**config.mk**
```make
export PLATFORM = sky130hd
export DESIGN_NAME = clock_divider
export DESIGN_NICKNAME = d
export VERILOG_FILES = /design/src/rtl/clock_divider.sv
export SDC_FILE = /design/constraint.sdc
export NUM_CORES = 1
export LEC_CHECK = 0
export CAP_MARGIN = 40
export CORE_UTILIZATION = 59
export DETAILED_ROUTE_END_ITERATION = 7
export PLACE_DENSITY = 0.77
export SYNTH_ARGS = -nofsm -noshare
export SYNTH_HDL_FRONTEND = slang
export SYNTH_SLANG_ARGS = --single-unit
```
**constraint.sdc**
```tcl
create_clock -name clk_in -period 2 [get_ports clk_in]
set_input_delay 0.4 -clock clk_in [delete_from_list [all_inputs] [get_ports clk_in]]
set_output_delay 0.4 -clock clk_in [all_outputs]
set_load 0.02 [all_outputs]
```
**src/rtl/clock_divider.sv**
```systemverilog
// Parameterised clock divider.
// Produces a 50% duty-cycle square wave at f(clk_in) / (2*COUNTER_MAX).
// A single wrap-around counter toggles the output flop on terminal count,
// so clk_out always comes straight from a register.
// clk_out is a fabric-generated clock: logic in other domains must treat it
// as asynchronous.
module clock_divider #(
  parameter int COUNTER_MAX = 1250000
) (
  input  logic clk_in,
  input  logic reset,
  output logic clk_out
);

  // Counter width is derived from COUNTER_MAX and must not be overridden.
  // COUNTER_MAX = 1 still needs one bit of counter.
  localparam int CNT_W = (COUNTER_MAX > 1) ? $clog2(COUNTER_MAX) : 1;

  // Terminal value. For a power of two this is all-ones at CNT_W bits,
  // so the wrap is always an explicit reload and never a natural overflow.
  localparam logic [CNT_W-1:0] CNT_LAST = CNT_W'(COUNTER_MAX - 1);

  // Reject an illegal divide ratio at elaboration time.
  if (COUNTER_MAX < 1) begin : g_bad_counter_max
    $fatal(1, "clock_divider: COUNTER_MAX must be at least 1");
  end

  logic [CNT_W-1:0] count_q, count_d;
  logic             clk_out_q, clk_out_d;

  // Next-state logic: count up to CNT_LAST, then reload 0 and flip the output.
  always_comb begin
    count_d   = count_q + CNT_W'(1);
    clk_out_d = clk_out_q;
    if (count_q == CNT_LAST) begin
      count_d   = '0;
      clk_out_d = ~clk_out_q;
    end
  end

  // State registers with asynchronous active-low clear.
  always_ff @(posedge clk_in or negedge reset) begin
    if (!reset) begin
      count_q   <= '0;
      clk_out_q <= 1'b0;
    end else begin
      count_q   <= count_d;
      clk_out_q <= clk_out_d;
    end
  end

  assign clk_out = clk_out_q;

endmodule

```
==> impl_metrics.env, run 1 <==
export IMPL_synth_top_family_by_area="simple AND/OR/NAND/NOR gates"
export IMPL_drc=0
export IMPL_synth_compound_area_share_pct=2.00
export IMPL_grt_setup_unrepaired="false"
export IMPL_die_y_um=45.7
export IMPL_core_mm2=0.00176
export IMPL_synth_fa_ha_area_share_pct=1.11
export IMPL_vias_per_cell=5.82
export IMPL_p_per_area_mw_per_mm2=594
export IMPL_regArea_um2=551
export IMPL_synthCells=100
export IMPL_cp_required_ns=2.24
export IMPL_timing_fmax_mhz=567
export IMPL_cts_hold_buf=0
export IMPL_grt_overflow=0
export IMPL_synthDistinctLibCells=26
export IMPL_synth_area_mux_share_pct=0
export IMPL_fin_nets=107
export IMPL_layout_common_cells="dfrtp_1 (22), nor2_1 (13), nand3_1 (9), xnor2_1 (9), xor2_1 (9)"
export IMPL_die_w_um=45.7
export IMPL_wl_per_cell_um=14.3
export IMPL_antenna_left=0
export IMPL_setup_tns_final_ns=0
export IMPL_synth_seq_cells=22
export IMPL_crit_family="simple AND/OR/NAND/NOR gates"
export IMPL_globalplace_congestion=0.806
export IMPL_worst_pin_slew_ns=0.422
export IMPL_cts_resized=0
export IMPL_crit_arrival_ns=2.00
export IMPL_worstPathMaxFanout=7
export IMPL_htree_levels=1
export IMPL_synth_area_per_cell_um2=11.2
export IMPL_clockBufferDepth=2
export IMPL_drt_iter0_drc=9
export IMPL_yosysWarnings=0
export IMPL_multi_input_area_um2=505
export IMPL_n_fill_cell=153
export IMPL_grt_pass1_wl_um=3220
export IMPL_grt_antenna_before_repair=0
export IMPL_io_pins=3
export IMPL_drv_slew=0
export IMPL_post_route_period_util_pct=88.2
export IMPL_fin_ws_ns=0.237
export IMPL_ys_seq_area_share_pct=48.9
export IMPL_dr_pass1_iters=4
export IMPL_dieArea_mm2=0.00209
export IMPL_criticalPathCategory="reg2reg"
export IMPL_post_cts_buffers=0
export IMPL_cts_tree="done"
export IMPL_final_layout_size_suffix_gt1_share_pct=13.6
export IMPL_slew_limit_headroom_pct=71.5
export IMPL_portBuffers=2
export IMPL_syn2layout_area_growth_pct=4.34
export IMPL_start_kind="register"
export IMPL_maxCapViolCount=0
export IMPL_dp_hpwl_um=1360
export IMPL_vdd_ir_drop_max_uv=439
export IMPL_root_buffer="clkbuf_4"
export IMPL_fin_crit_ns=1.76
export IMPL_setup_viol=0
export IMPL_finClkSkew_ns=0.00382
export IMPL_clock_sinks=22
export IMPL_synth_xor_area_share_pct=14.0
export IMPL_hold_violations=0
export IMPL_diodes=0
export IMPL_layout_cells_most_common="dfrtp_1"
export IMPL_cts_inserted_buffers=3
export IMPL_drt_wl_total_um=1840
export IMPL_worst_setup_path_end_kind="register"
export IMPL_hold_class="in2async"
export IMPL_grt_pass1_vias=739
export IMPL_syn_nets=103
export IMPL_synthesis_area_mm2=0.00112
export IMPL_p_leak_uw=0.000527
export IMPL_slowest_stage="dfrtp_1"
export IMPL_max_stage_delay_ns=0.40
export IMPL_rows=15
export IMPL_clk_insertion_delay_late_ns=0.31
export IMPL_cp_cell_sequence="ha_1 > and3_1 > nand4_1 > nor4b_4 > buf_4 > xor2_1"
export IMPL_path_buf_inv=1
export IMPL_clk_pin_slew_worst_paths_ns=0.12
export IMPL_initial_core_util_pct=63.8
export IMPL_vias=745
export IMPL_status="finished clean"
export IMPL_grt_max_degree=23
export IMPL_pre_cts_ws_ns=0.275
export IMPL_track_usage_pct=22.3
export IMPL_synth_simple_area_share_pct=27.8
==> worst register-to-register path, stage by stage (launching register included) <==
cell	delay (ns)
dfrtp_1	0.40
ha_1	0.21
and3_1	0.28
nand4_1	0.17
nor4b_4	0.31
buf_4	0.20
xor2_1	0.15
==> synthesized netlist by cell type, drive strengths merged <==
cell   number  area, µm²
and4        3       27.5
nor4        2       27.5
nor4b       3       47.5
nor3        3       15.0
xor2        9       78.8
xnor2       9       78.8
nor2       13       48.8
and3        2       12.5
dfrtp      22        551
nor2b       1       6.26
inv         2       7.51
o41ai       1       8.76
nand4       8       50.1
or4b        1       13.8
nand3       9       45.0
ha          1       12.5
a21oi       2       13.8
buf         6       61.3
nand2       3       18.8
==> sequential cells by signal, indices dropped and copies added (netlist names) <==
name     flops
count_q     21
clk_out      1
==> logic make-up after synthesis <==
family	Yosys count
AOI/OAI and AO/OA	3
xor gates and xnor gates	18
adders and majority gates	1
buffers and inverters	8
DFF	22
and+or+nand+nor	48
==> final timing paths <==
| kind | start | endpoint | slack [ns] | depth (start not counted) |
|---|---|---|---|---|
| min | reset | count_q[18] | 0.43 | 2 |
| min reg2reg | clk_out | clk_out | 0.48 | 1 |
| max reg2reg | count_q[0] | clk_out | 0.24 | 6 |
| max in group asynchronous | reset | count_q[1] | 1.36 | 2 |
| min in group clk_in | clk_out | clk_out | 0.48 | 1 |
| max | count_q[0] | clk_out | 0.24 | 6 |
==> where the power goes <==
| part | internal (µW) | switching (µW) | total (µW) |
|---|---|---|---|
| logic | 3.00 | 8.30 | 11.3 |
| clock network | 111 | 130 | 241 |
| registers | 445 | 0 | 445 |
| total | 559 | 138 | 697 |
==> metal layers <==
| layer | up-vias | GRT usage (%) | share of wire (%) |
|---|---|---|---|
| li1 | 353 | - | - |
| met1 | 377 | 28.8 | 49 |
| met2 | 10 | 36.0 | 47 |
| met3 | 5 | 4.76 | 2.4 |
| met4 | 0 | 9.09 | 2.2 |
| met5 | - | 0 | 0 |
==> area by class of cell <==
type | count | area share [%]
Sequential cell | 22 | 46.9
Multi-Input combinational cell | 70 | 43.1
Clock buffer | 4 | 3.09
Inverter | 2 | 0.640
Tap cell | 25 | 2.67
Timing Repair Buffer | 5 | 3.62
==> through the flow <==
step / hold WS (ns) / std cells / area, µm² / power, µW / utilization [%]
global route: 0.446 / 128 / 1170 / 727 / 66.5
global placement: 0.452 / 124 / 1140 / 465 / 64.5
floorplan: 0.104 / 100 / 1120 / 453 / -
finish: 0.427 / 128 / 1170 / 697 / 66.5
CTS: 0.431 / 128 / 1170 / 709 / 66.5
detailed placement: 0.460 / 124 / 1140 / 465 / 64.5
Power figures use the tool's default switching activity.
==> inputs of run 2 (changes only) <==
CAP_MARGIN = 0   (was 40)
==> results of run 2 <==
Same layout as run 1: the final DEF is identical, and so are final timing and power.
